**src/rtl/otter_pkg.sv**
```systemverilog
// Shared types and constants for the OTTER pipelined core front end.
package otter_pkg;

    typedef enum logic [1:0] {
        S_IDLE,
        S_REQ,
        S_HOLD,
        S_DRAIN
    } fetch_state_t;

    localparam int XLEN = 32;
    localparam logic [XLEN-1:0] INSTR_ALIGN_MASK = 32'hFFFF_FFFC;

endpackage

```
**src/rtl/if_fetch_stage.sv**
```systemverilog
// OTTER instruction-fetch stage: owns the PC, runs a single-outstanding imem handshake,
// and feeds the IF/ID register through a one-entry output slot backed by a skid register.
module if_fetch_stage
    import otter_pkg::*;
#(
    parameter logic [31:0] RESET_ADDR = 32'h0000_0000
) (
    input  logic            CLK,
    input  logic            RST,
    input  logic            STALL,
    input  logic            REDIRECT,
    input  logic [XLEN-1:0] REDIRECT_ADDR,
    output logic            IMEM_REQ,
    output logic [XLEN-1:0] IMEM_ADDR,
    input  logic            IMEM_ACK,
    input  logic [XLEN-1:0] IMEM_RDATA,
    output logic [XLEN-1:0] DOUT2_IF,
    output logic [XLEN-1:0] ADDR_IF,
    output logic [XLEN-1:0] N_ADDR_IF,
    output logic            VALID_IF
);

    fetch_state_t    state_q, state_d;
    logic [XLEN-1:0] pc_q, pc_d;
    logic [XLEN-1:0] imem_addr_q, imem_addr_d;
    logic            req_q, req_d;
    logic [XLEN-1:0] skid_instr_q, skid_instr_d;
    logic [XLEN-1:0] skid_addr_q, skid_addr_d;
    logic [XLEN-1:0] dout_q, dout_d;
    logic [XLEN-1:0] addr_if_q, addr_if_d;
    logic [XLEN-1:0] n_addr_if_q, n_addr_if_d;
    logic            valid_q, valid_d;

    logic            slot_free;
    logic [XLEN-1:0] redirect_pc;
    logic [XLEN-1:0] pc_plus4;

    assign slot_free   = !valid_q || !STALL;
    assign redirect_pc = REDIRECT_ADDR & INSTR_ALIGN_MASK;
    assign pc_plus4    = pc_q + 32'd4;

    always_comb begin
        state_d      = state_q;
        pc_d         = pc_q;
        imem_addr_d  = imem_addr_q;
        skid_instr_d = skid_instr_q;
        skid_addr_d  = skid_addr_q;
        dout_d       = dout_q;
        addr_if_d    = addr_if_q;
        n_addr_if_d  = n_addr_if_q;
        // A consumed slot empties unless a new word is loaded below.
        valid_d      = valid_q && STALL;

        if (REDIRECT) begin
            pc_d         = redirect_pc;
            valid_d      = 1'b0;
            skid_instr_d = '0;
            skid_addr_d  = '0;
            case (state_q)
                S_REQ: begin
                    if (IMEM_ACK) begin
                        imem_addr_d = redirect_pc;
                        state_d     = S_REQ;
                    end else begin
                        // Request already issued must complete before the new target goes out.
                        state_d = S_DRAIN;
                    end
                end
                S_DRAIN: state_d = S_DRAIN;
                default: begin
                    imem_addr_d = redirect_pc;
                    state_d     = S_REQ;
                end
            endcase
        end else begin
            case (state_q)
                S_IDLE: begin
                    if (slot_free) begin
                        imem_addr_d = pc_q;
                        state_d     = S_REQ;
                    end
                end
                S_REQ: begin
                    if (IMEM_ACK) begin
                        pc_d = pc_plus4;
                        if (slot_free) begin
                            dout_d      = IMEM_RDATA;
                            addr_if_d   = imem_addr_q;
                            n_addr_if_d = imem_addr_q + 32'd4;
                            valid_d     = 1'b1;
                            imem_addr_d = pc_plus4;
                        end else begin
                            skid_instr_d = IMEM_RDATA;
                            skid_addr_d  = imem_addr_q;
                            state_d      = S_HOLD;
                        end
                    end
                end
                S_HOLD: begin
                    if (slot_free) begin
                        dout_d      = skid_instr_q;
                        addr_if_d   = skid_addr_q;
                        n_addr_if_d = skid_addr_q + 32'd4;
                        valid_d     = 1'b1;
                        imem_addr_d = pc_q;
                        state_d     = S_REQ;
                    end
                end
                S_DRAIN: begin
                    if (IMEM_ACK) begin
                        imem_addr_d = pc_q;
                        state_d     = S_REQ;
                    end
                end
                default: state_d = S_IDLE;
            endcase
        end

        req_d = (state_d == S_REQ) || (state_d == S_DRAIN);
    end

    always_ff @(posedge CLK) begin
        if (RST) begin
            state_q      <= S_IDLE;
            pc_q         <= RESET_ADDR & INSTR_ALIGN_MASK;
            imem_addr_q  <= '0;
            req_q        <= 1'b0;
            skid_instr_q <= '0;
            skid_addr_q  <= '0;
            dout_q       <= '0;
            addr_if_q    <= '0;
            n_addr_if_q  <= '0;
            valid_q      <= 1'b0;
        end else begin
            state_q      <= state_d;
            pc_q         <= pc_d;
            imem_addr_q  <= imem_addr_d;
            req_q        <= req_d;
            skid_instr_q <= skid_instr_d;
            skid_addr_q  <= skid_addr_d;
            dout_q       <= dout_d;
            addr_if_q    <= addr_if_d;
            n_addr_if_q  <= n_addr_if_d;
            valid_q      <= valid_d;
        end
    end

    assign IMEM_REQ  = req_q;
    assign IMEM_ADDR = imem_addr_q;
    assign DOUT2_IF  = dout_q;
    assign ADDR_IF   = addr_if_q;
    assign N_ADDR_IF = n_addr_if_q;
    assign VALID_IF  = valid_q;

endmodule
```
**config.mk**
```make
export PLATFORM = sky130hd
export DESIGN_NAME = if_fetch_stage
export DESIGN_NICKNAME = d
export VERILOG_FILES = /design/src/rtl/otter_pkg.sv /design/src/rtl/if_fetch_stage.sv
export SDC_FILE = /design/constraint.sdc
export NUM_CORES = 1
export LEC_CHECK = 0
export CAP_MARGIN = 20
export CORE_MARGIN = 5
export CORE_UTILIZATION = 53
export DETAILED_ROUTE_END_ITERATION = 7
export GPL_TIMING_DRIVEN = 0
export PLACE_DENSITY_LB_ADDON = 0.05
export REMOVE_ABC_BUFFERS = 1
export SLEW_MARGIN = 0
export SYNTH_ARGS = -nofsm -noshare
export SYNTH_HDL_FRONTEND = slang
export SYNTH_SLANG_ARGS = --single-unit
```
**constraint.sdc**
```tcl
create_clock -name CLK -period 4.38 [get_ports CLK]
set_clock_uncertainty 0.2 [all_clocks]
set_input_delay 0.876 -clock CLK [delete_from_list [all_inputs] [get_ports CLK]]
set_output_delay 0.876 -clock CLK [all_outputs]
set_load 0.005 [all_outputs]
```
==> results list, run 1 <==
- The run finished with clean final reports.
- Total vias in the final route: ~9.6k
- Tmin final: 3800 ps
- Internal power: 3.76 mW
- Dividing the detail-routed wire length by the instance count gives 16.7 um.
- For this run the aggregate overflow at the end of global routing stands at 0.
- Via/cell ratio: 5.64
- Unrepaired setup endpoints after global routing: no
- The tool flagged a number of max-cap violations equal to 0.
- For this run, the leading register cell type out of synthesis is dfxtp_1.
- dfxtp_1 takes more of the synthesized area than any other cell.
* Place WS: around 280 ps
- Proportion of netlist area held by the largest area contributor: 0.406
* Quantity of gates resized following cts: 0
- For this design, the sink count on the clock tree is between 200 and 250.
* Detailed-routing iteration count for the pre-antenna-repair pass: 5
- Buffers inserted during clock tree synthesis total 24.
- Setup violations remaining at the end of the flow were counted as 0.
- Pin slew with the least headroom to its limit: between 1000 and 1500 ps
- Mapped Area: ~0.011 mm2
* Most frequent cell after synthesis: dfxtp_1
* Worst vdd rail ir drop: ~0.00028 V
- The first global-routing pass estimated 46600 um of wire.
- In this run the tightest slew margin relative to its limit is 0.259.
- During placement, the flow inserted port buffers numbering 190.
* Placement Rows: 52
* Setup TNS Final: 0 ps
* Critical Setup Path Class: flip-flop to flip-flop
* Clock root cell: clkbuf_16
- Cell leakage power: 4.64 nW
- Residual DRC: 0
- Fraction of final layout cells with drive strength greater than 1: 0.0561
* Synth warnings: 0
* Count of boundary I/O pins: 199
- Crit path arrival time: around 4000 ps
* Placed cells: 1654
- In the final design database the tool counted ~1.5k nets.
* F_max: 263 MHz
- Power share of the sequential group: 0.439
* Effective utilization at floorplan: 0.534
- Avg Cell Area, Syn: 8.28 um2
- Max Fanout on Critical Path: 37
* Die boundary height: 152 um
* Hold buffer count at CTS: 0
- Top area cells in the synthesized netlist: dfxtp_1 (41%), nand2_1 (7.1%), mux2i_1 (6.2%), a21oi_1 (5.6%), a211oi_1 (4.5%)
* Final worst-path setup slack: 576 ps
- The floorplan step set the die width to 152 um.
* Endpoint class of the critical path: flip-flop
* Vias in the first global route: 9037
- The congestion estimate from routability-driven global placement came to 0.851.
* Buffer depth of the longest clock path: 3
- Final clock period utilization by the worst path: 0.868
- Core area: 0.0200 mm2
- For this block, the initial DRC count from the detailed router was 531.
- Setup bufs post-CTS: 0
* Count of mapped cells out of synthesis: 1291
- Dividing total power by cell area gives a power density of 370 mW/mm2.
- In this run the remaining antenna-violating nets after routing total 0.
- Startpoint kind of the worst setup timing path: flip-flop
* Hold WC Path Type: flip-flop to flip-flop
- Count of H-tree levels built during CTS: 1
- Clock share of power: 0.411
- Fraction of synthesis flops using an asynchronous set or reset pin: 0
- Total routing resource utilization after global routing: 0.233
- Proportion of total power due to net switching: 0.250
* Number of max-slew violations in the final report: 0
- Switching pwr: 1.25 mW
* Initial antenna violation count: 0
- Detailed Route WL: 28300 um
* Commonest cells post-synth: dfxtp_1 (217), nand2_1 (201), a21oi_1 (119)
- Antenna cells: 0
* Req. time, crit path: 4570 ps
- Relative to the synthesized area, the layout overhead comes to 26.7%.
- The HPWL after detailed placement is 19400 um.
- Maximum number of pins on one net before global-route repair: 87
- Yosys mapped a number of flops with a built-in enable equal to 0.
- Final instance count without filler cells: 1695
- Number of hold violations in the final report: 0
- Of the synthesized area, sequential elements account for 0.406.
- Clock transition time at the flip-flop clock pins of the worst setup and hold paths: ~60 ps
- Clock tree from TritonCTS: built
* Synth Register Bits: 217
- Gate power share: 0.150
- The later pin in the worst-skew pair is clocked with a latency of 500 ps.
- The die covers 0.0231 mm2.
- The synthesized netlist contains 75 unique library cells.
power groups by stage:
stage                     clock network (mW)  logic [mW]  registers [mW]
final                                   2.06       0.749            2.20
after global routing                    2.18       0.820            2.22
after CTS                               2.10       0.754            2.20
after detailed placement                   0       0.750            2.24
after global placement                     0       0.743            2.24
after floorplan                            0       0.351            2.23
worst max-delay path, stage by stage, from the launching register on:
cell and delay [ps]:
dfxtp_1 340, inv_1 150, ha_4 580, mux2_2 300
ha_1 250, nand4_1 190, a22oi_2 350, nand3_1 430
or4_1 640, a32o_1 250
sequential cells by signal (all words and copies together) (netlist names), named ones only:
register / flops
ADDR_IF: 30
VALID_IF: 1
skid_instr_q: 32
DOUT2_IF: 32
state_q: 1
IMEM_ADDR: 30
pc_q: 30
N_ADDR_IF: 30
skid_addr_q: 30
cells by family (layout without fill, tap and decap cells):
group	Yosys count	in the layout	synth area share
AO/OA/AOI/OAI	304	304	0.195
adder cells (fa/ha/maj)	6	6	0.00702
flip-flops	217	217	0.406
AND/OR/NAND/NOR	507	507	0.230
other	1	6	0.000351
multiplexers	69	69	0.0649
buffers and inverters	140	269	0.0583
XOR/XNOR	47	47	0.0385
area by class of cell:
cell class	instances	area (um2)
multi-input cells	939	5800
flip-flops and latches	217	4340
repair buffers	203	2160
fillers	1736	6500
inverters	25	93.8
clock buffers	35	703
clock inverters	6	105
well taps	270	338
layout by cell type (no fill, tap or decap), types with 28 or more instances in the layout:
cell type | netlist | layout
nor2_1 | 92 | 90
clkdlybuf4s50_1 | 0 | 188
mux2i_1 | 66 | 66
nand3_1 | 49 | 48
nor3_1 | 28 | 28
nand2_1 | 201 | 201
xnor2_1 | 34 | 34
nand4_1 | 31 | 31
dfxtp_1 | 217 | 217
a21oi_1 | 119 | 119
a211oi_1 | 64 | 64
per-layer routing:
layer | wire length (um) | GRT usage | part of all wire | up-vias
li1 | - | - | - | 4842
met1 | 13100 | 0.322 | 0.46 | 4427
met2 | 13100 | 0.389 | 0.46 | 259
met3 | 1560 | 0.0336 | 0.055 | 36
met4 | 484 | 0.0527 | 0.017 | 0
met5 | 0 | 0 | 0 | -
final timing paths:
| check | endpoint | cells past startpoint | slack [ps] | startpoint |
|---|---|---|---|---|
| setup / recovery | N_ADDR_IF[26] | 9 | 580 | state_q[0] |
| hold / removal | skid_instr_q[4] | 2 | 250 | skid_instr_q[4] |
| setup reg to reg | N_ADDR_IF[26] | 9 | 580 | state_q[0] |
| hold reg to reg | skid_instr_q[4] | 2 | 250 | skid_instr_q[4] |
through the flow:
step	instance area, um2	utilization	hold slack (ps)	power [mW]
floorplan	10200	-	236	2.58
global placement	12400	0.620	239	2.98
detailed placement	12700	0.635	246	2.99
CTS	13500	0.676	254	5.05
global route	13500	0.676	265	5.22
finish	13500	0.676	253	5.01
Note: power is estimated with default switching activity, not from simulation.
==> run 2, diff against run 1 <==
--- a/config.mk
+++ b/config.mk
@@ -6,12 +6,11 @@
 export NUM_CORES = 1
 export LEC_CHECK = 0
 export CAP_MARGIN = 20
-export CORE_MARGIN = 5
+export CORE_MARGIN = 3
 export CORE_UTILIZATION = 53
 export DETAILED_ROUTE_END_ITERATION = 7
 export GPL_TIMING_DRIVEN = 0
 export PLACE_DENSITY_LB_ADDON = 0.05
-export REMOVE_ABC_BUFFERS = 1
 export SLEW_MARGIN = 0
 export SYNTH_ARGS = -nofsm -noshare
 export SYNTH_HDL_FRONTEND = slang
==> run 2 against run 1 <==
Compared with the run above:
- clock power down 2%
- non-clock buffer count up 99
- largest power group unchanged
- critical endpoint is now N_ADDR_IF[24]
- maximum frequency down 6.5%
- sequential power about the same
- first-iteration DRC count up 65%
- flip-flop and latch count unchanged
==> results list, run 2 (synthesis gave the netlist of run 1 again) <==
* Total placed instance area: 0.0129 mm2 (+1.4%)
- The final count of pins violating max slew came to 0 (unchanged).
- Quantity of gates resized following cts: 0 (unchanged)
* Detailed-routing iteration count for the pre-antenna-repair pass: 7 (+2)
* Req. time, crit path: 4630 ps (+60 ps)
- Critical Path, Cell by Cell: inv_1 -> ha_1 -> buf_6 -> buf_6 -> buf_4 -> buf_4 -> buf_4 -> mux2_2 -> ha_1 -> nand4_1 -> a22oi_2 -> nand3_1 -> buf_2 -> or4_1 -> nand3_1
- Unrepaired setup endpoints after global routing: no
- Total power density per cell area: 366 mW/mm2 (-1.1%)
* Initial antenna violation count: 0 (unchanged)
* Final clock period utilization by the worst path: 0.929 (+0.0606)
- Core area: 0.0197 mm2 (-1.9%)
- The endpoint identified for the worst register-to-register timing path is N_ADDR_IF[24].
- The actual transition at the worst max-transition pin was 1150 ps (+36.0 ps).
- The CTS H-tree depth came to 1 (unchanged).
- Final Wtd Congestion: 0.938 (+10%)
- Max Fanout on Critical Path: 10 (-73%)
- Result of the run: finished, final reports clean
- The total I/O pin count was 199 (unchanged).
* Critical path's slowest cell: or4_1
- Fraction of final layout cells with drive strength greater than 1: 0.0649 (+0.00874)
* Placement Rows: 51 (-1.9%)
- The worst-case headroom to the max-slew limit came to 0.229 (-0.0299).
- Reg2Reg Launch Point: state_q[0]
* Final Power: 5.01 mW (about the same)
- Effective utilization at floorplan: 0.544 (+0.0105)
* Residual DRC: 0 (unchanged)
- The library cell used most frequently in the layout, excluding fill and tap cells, is dfxtp_1.
* Horizontal die dimension: 148 um (-2.6%)
- The worst hold path terminates at skid_instr_q[7].
* Clock insertion delay at the later pin of the skew report: 510 ps (about the same)
- The delay contributed by the slowest stage of the critical path was 550 ps (-90 ps).
- The starting DRC count in detailed routing was 876 (+65%).
- The root buffer cell chosen for the clock tree is clkbuf_16.
- The total overflow reported by the global router came to 0 (unchanged).
* Detailed placement HPWL: 24400 um (+26%)
* Number of hold violations in the final report: 0 (unchanged)
- The area of the die is 0.0219 mm2 (-5.2%).
- Relative to the synthesized area, the layout overhead comes to 28.2%.
- The count of port buffers added during placement came to 187 (-1.6%).
- Final ANT Viol Nets: 0 (unchanged)
- Antenna cells: 0 (unchanged)
* Nets@finish: 1584 (+6.7%)
* Critical Setup Path Class: flip-flop to flip-flop
- The number of maximum-capacitance constraint violations came to 0 (unchanged).
* Worst min-delay path startpoint: skid_instr_q[7]
- The first-pass GRT wire length was 51800 um (+11%).
- The filler cell count in the final layout is 1694 (-2.4%).
- The reg-to-reg setup timing slack came to 310 ps (-270 ps).
* Clock transition time at the flip-flop clock pins of the worst setup and hold paths: 60 ps (about the same)
- The library cells used most frequently in the layout, excluding fill and tap cells, are dfxtp_1 (217), nand2_1 (201), clkdlybuf4s50_1 (187), a21oi_1 (119), nor2_1 (92).
- The number of endpoints failing setup at the final stage came to 0 (unchanged).
* Detailed Route WL: 33100 um (+17%)
- The worst hold margin is 252 ps (-0.564 ps).
- The shortest clock period the worst path allows after layout was 4070 ps (+265 ps).
- The routed via count divided by cell count came to 5.84 (+3.4%).
- Total routing resource utilization after global routing: 0.291 (+0.0575)
- The routed via count came to 10.5k (+9.3%).
- Total non-filler cell area in the finished layout: 0.0137 mm2 (+1.2%)
- The worst-case vdd ir drop is 0.000363 V (+30%).
- Cell leakage power: 4.76 nW (+2.6%)
- The tightest min-delay check is of the flip-flop to flip-flop type.
- The worst setup path is launched from a flip-flop.
* Cell with the most instances on the worst path: buf_4
- The hold-critical path depth is 2 (unchanged).
- F_max: 246 MHz (-6.5%)
- The via count of the first global-routing pass came to 9749 (+7.9%).
* Number of sinks on the clock net: 217 (unchanged)
- The final-layout setup total negative slack came to 0 ps (unchanged).
- Hold buffer count at CTS: 0 (unchanged)
* Final routed wire length divided by cell count: 18.5 um (+11%)
- Crit path arrival time: 4320 ps (+320 ps)
* Total CTS buffers: 24 (unchanged)
* Setup bufs post-CTS: 0 (unchanged)
* Endpoint class of the critical path: flip-flop
* Buffer depth of the longest clock path: 3 (unchanged)
* Count of cells along the worst register-to-register path: 15 (+6)
* Maximum number of pins on one net before global-route repair: 14 (-84%)
- Die boundary height: 148 um (-2.6%)
- TritonCTS built the clock tree.
==> run 2: worst max path at each step <==
| stage | start | to |
|---|---|---|
| 2_1_floorplan | state_q[0] | N_ADDR_IF[26] |
| 3_3_place_gp | state_q[0] | N_ADDR_IF[24] |
| 3_5_place_dp | state_q[0] | N_ADDR_IF[26] |
| 4_1_cts | state_q[0] | N_ADDR_IF[24] |
| 5_1_grt | state_q[0] | N_ADDR_IF[24] |
| 6_report | state_q[0] | N_ADDR_IF[24] |
==> run 2: area by class of cell <==
| cell class | instances | area [um2] | share of cell area |
|---|---|---|---|
| Buffer | 115 | 529 | 0.0386 |
| Clock buffer | 33 | 686 | 0.0500 |
| Multi-Input combinational cell | 939 | 5740 | 0.419 |
| Inverter | 25 | 93.8 | 0.00685 |
| Sequential cell | 217 | 4340 | 0.317 |
| Timing Repair Buffer | 187 | 1870 | 0.137 |
| Clock inverter | 10 | 103 | 0.00749 |
| Tap cell | 265 | 332 | 0.0242 |
==> run 2: routing by layer <==
metal / vias to the layer above / routed length [um] / global-route usage
li1: 5023 / - / -
met4: 0 / 1030 / 0.0979
met1: 4893 / 14300 / 0.398
met3: 68 / 2620 / 0.0475
met2: 469 / 15200 / 0.470
met5: - / 0 / 0
==> run 2: report_power, final <==
part           total (mW)  switching, mW  internal, mW
combinational       0.805          0.417         0.388
clock                2.01          0.803          1.21
sequential           2.20          0.108          2.09
==> run 2: per-stage QoR <==
| step | util | setup WS, ps | instances |
|---|---|---|---|
| 2_1_floorplan | - | 908 | 1296 |
| 3_3_place_gp | 0.657 | 378 | 1748 |
| 3_5_place_dp | 0.657 | 361 | 1748 |
| 4_1_cts | 0.697 | 335 | 1791 |
| 5_1_grt | 0.697 | 155 | 1791 |
| 6_report | 0.697 | 311 | 1791 |
==> run 2: worst max-delay path: cells and delay by family, from the launching register on <==
family	cells	cell delay (ps)
adders and majority gates	2	460
AOI/OAI and AO/OA	1	360
DFF	1	460
and+or+nand+nor	4	1010
muxes	1	250
buffers and inverters	7	1250
==> run 3, diff against run 2 <==
--- a/config.mk
+++ b/config.mk
@@ -9,6 +9,7 @@
 export CORE_MARGIN = 3
 export CORE_UTILIZATION = 53
 export DETAILED_ROUTE_END_ITERATION = 7
+export GPL_ROUTABILITY_DRIVEN = 0
 export GPL_TIMING_DRIVEN = 0
 export PLACE_DENSITY_LB_ADDON = 0.05
 export SLEW_MARGIN = 0
==> run 3 against run 2 <==
Compared with the run above:
- via count decreased by 0.98%
- register-to-register slack is essentially flat
- setup slack better by 5.1 ps
- total power is 2.3% lower
- flip-flop and latch count stayed put
- count of clock-buffer cells in the layout shrank 1
- die area did not move
- cell area shrank 0.44%
- critical endpoint unchanged
- largest cell class unchanged
- largest power group unchanged
- highest routed layer unchanged
==> results list, run 3 (synthesis gave the netlist of run 1 again) <==
- The power per standard cell area is 359 mW/mm2 (-1.9%).
* Total routing resource utilization after global routing: 0.288 (-0.00286)
- Final clock period utilization by the worst path: 0.928 (-0.00116)
- Reg2Reg Launch Point: state_q[0]
* Number of max-slew violations in the final report: 0 (unchanged)
- Most common cell after layout, fill and taps aside: dfxtp_1
- Worst vdd rail ir drop: 0.000339 V (-6.6%)
- Residual DRC: 0 (unchanged)
* Nets@finish: 1583 (-0.063%)
* Final worst-path setup slack: 316 ps (+5.09 ps)
* Maximum number of pins on one net before global-route repair: 14 (unchanged)
- The filler cell count in the final layout came to 1756 (+3.7%).
- Total CTS buffers: 23 (-4.2%)
- The total leakage power is 4.72 nW (-0.81%).
* Max Fanout on Critical Path: 10 (unchanged)
- The worst hold path begins at skid_instr_q[24].
- The HPWL after detailed placement came to 24200 um (-0.81%).
* Final ANT Viol Nets: 0 (unchanged)
- The ratio of cells with drive above 1 in the final layout came to 0.0623 (-0.00258).
* Longest individual stage delay on the worst path: 550 ps (about the same)
- Compared with the post-synthesis result, the final layout area differs by 27.6%.
- Buffer depth of the longest clock path: 3 (unchanged)
* Count of H-tree levels built during CTS: 1 (unchanged)
* Drt initial violations: 875 (-0.11%)
- Place WS: 388 ps (+26.8 ps)
- STA classifies the critical path startpoint as a flip-flop.
- The routed via count divided by cell count came to 5.78 (-0.92%).
- The number of maximum-capacitance constraint violations came to 0 (unchanged).
- Number of hold violations in the final report: 0 (unchanged)
- TritonCTS built the clock tree.
- Floorplan die area: 0.0219 mm2 (unchanged)
* Clock transition time at the flip-flop clock pins of the worst setup and hold paths: 70 ps (about the same)
- Counting stages on the worst path, the most repeated cell is buf_4.
- Result of the run: finished, final reports clean
* Count of cells along the worst register-to-register path: 15 (unchanged)
- The reg-to-reg setup timing slack was 320 ps (about the same).
- The buffering stage count on the worst path with inverters included was 7 (unchanged).
- Number of sinks on the clock net: 217 (unchanged)
- The count of placed standard cells including taps was 1748 (unchanged).
- The number of detailed-routing iterations run before antenna repair is 5 (-2).
- Die boundary height: 148 um (unchanged)
- Quantity of gates resized following cts: 0 (unchanged)
- The total overflow reported by the global router is 0 (unchanged).
* Critical Setup Path Class: flip-flop to flip-flop
- Worst hold stages: 2 (unchanged)
- Setup TNS Final: 0 ps (unchanged)
* First-pass GRT wire length: 51400 um (-0.68%)
- Final routed wire length divided by cell count: 18.2 um (-1.4%)
- Among all stages on the critical path, the largest delay is contributed by or4_1.
- The actual transition at the worst max-transition pin is 1080 ps (-65.4 ps).
- Relative slew slack: 0.273 (+0.0440)
* Final instance count without filler cells: 1790 (-0.056%)
- Endpoint class of the critical path: flip-flop
- The standard cell core area was 0.0197 mm2 (unchanged).
- Count of boundary I/O pins: 199 (unchanged)
- The path with the worst hold slack has its endpoint at skid_instr_q[24].
* Placement Rows: 51 (unchanged)
* Number of buffer cells added on primary ports: 187 (unchanged)
- The data required time at the worst endpoint was 4630 ps (about the same).
- The worst hold margin was 254 ps (+1.47 ps).
* Final setup vio count: 0 (unchanged)
* Vias in the first global route: 9565 (-1.9%)
- The count of hold buffers inserted by post-cts repair is 0 (unchanged).
- Initial antenna violation count: 0 (unchanged)
- The endpoint identified for the worst register-to-register timing path is N_ADDR_IF[24].
* Setup bufs post-CTS: 0 (unchanged)
- Unrepaired setup endpoints after global routing: no
- The critical path goes through inv_1 -> ha_1 -> buf_6 -> buf_6 -> buf_4 -> buf_4 -> buf_4 -> mux2_2 -> ha_1 -> nand4_1 -> a22oi_2 -> nand3_1 -> buf_2 -> or4_1 -> nand3_1.
* F_max: 246 MHz (+0.13%)
- Tmin final: 4060 ps (-5.09 ps)
- The clock latency at the later pin of the worst-skew pair was 510 ps (about the same).
- Hold WC Path Type: flip-flop to flip-flop
* Total vias in the final route: 10.4k (-0.98%)
- Top cell family by delay on the critical path: buffers and inverters
- Detailed Route WL: 32700 um (-1.5%)
* Horizontal die dimension: 148 um (unchanged)
* Antenna cells: 0 (unchanged)
- Effective utilization at floorplan: 0.544 (unchanged)
- The tree is rooted in a clkbuf_16.
* Commonest cells after routing, fill and taps aside: dfxtp_1 (217), nand2_1 (201), clkdlybuf4s50_1 (187), a21oi_1 (119), nor2_1 (92)
* Multi-input gate area in the final layout: 0.00574 mm2 (unchanged)
- Crit path arrival time: 4310 ps (about the same)
* Area occupied by registers: 0.00434 mm2 (unchanged)
[run 3: worst reg2reg max path, stage by stage, from the launching register on]
cell and delay [ps]:
dfxtp_1 480, inv_1 130, ha_1 230, buf_6 140, buf_6 150, buf_4 200
buf_4 210, buf_4 220, mux2_2 250, ha_1 220, nand4_1 180, a22oi_2 350
nand3_1 170, buf_2 220, or4_1 550, nand3_1 100
[run 3: final cells by class]
class,instances,share of cell area
multi-input cells,939,0.421
flip-flops and latches,217,0.318
repair buffers,187,0.137
clock buffers,32,0.0454
plain buffers,115,0.0388
well taps,265,0.0243
clock inverters,10,0.00798
inverters,25,0.00688
[run 3: how the worst max path moves through the flow]
stage                from            end  slack (ps)  depth (start not counted)
6_report       state_q[0]  N_ADDR_IF[24]         320                         15
5_1_grt        state_q[0]  N_ADDR_IF[24]         170                         15
4_1_cts        state_q[0]  N_ADDR_IF[24]         360                         15
3_5_place_dp   state_q[0]  N_ADDR_IF[24]         390                         15
3_3_place_gp   state_q[0]  N_ADDR_IF[24]         380                         15
2_1_floorplan  state_q[0]  N_ADDR_IF[26]         910                         14
[run 3: layer usage]
metal / GRT usage / wire length, um / vias up
li1: - / - / 5030
met1: 0.406 / 14200 / 4816
met2: 0.464 / 15100 / 446
met3: 0.0411 / 2650 / 59
met4: 0.0804 / 727 / 0
met5: 0 / 0 / -
[run 3: per-stage QoR]
step | util | instance area [um2] | power (mW)
2_1_floorplan | - | 10700 | 2.62
3_3_place_gp | 0.657 | 12900 | 3.02
3_5_place_dp | 0.657 | 12900 | 3.03
4_1_cts | 0.694 | 13600 | 4.92
5_1_grt | 0.694 | 13600 | 5.09
6_report | 0.694 | 13600 | 4.90
[run 3: where the power goes]
group	switching [mW]	internal, mW
Clock	0.788	1.11
Combinational	0.417	0.388
Sequential	0.107	2.09
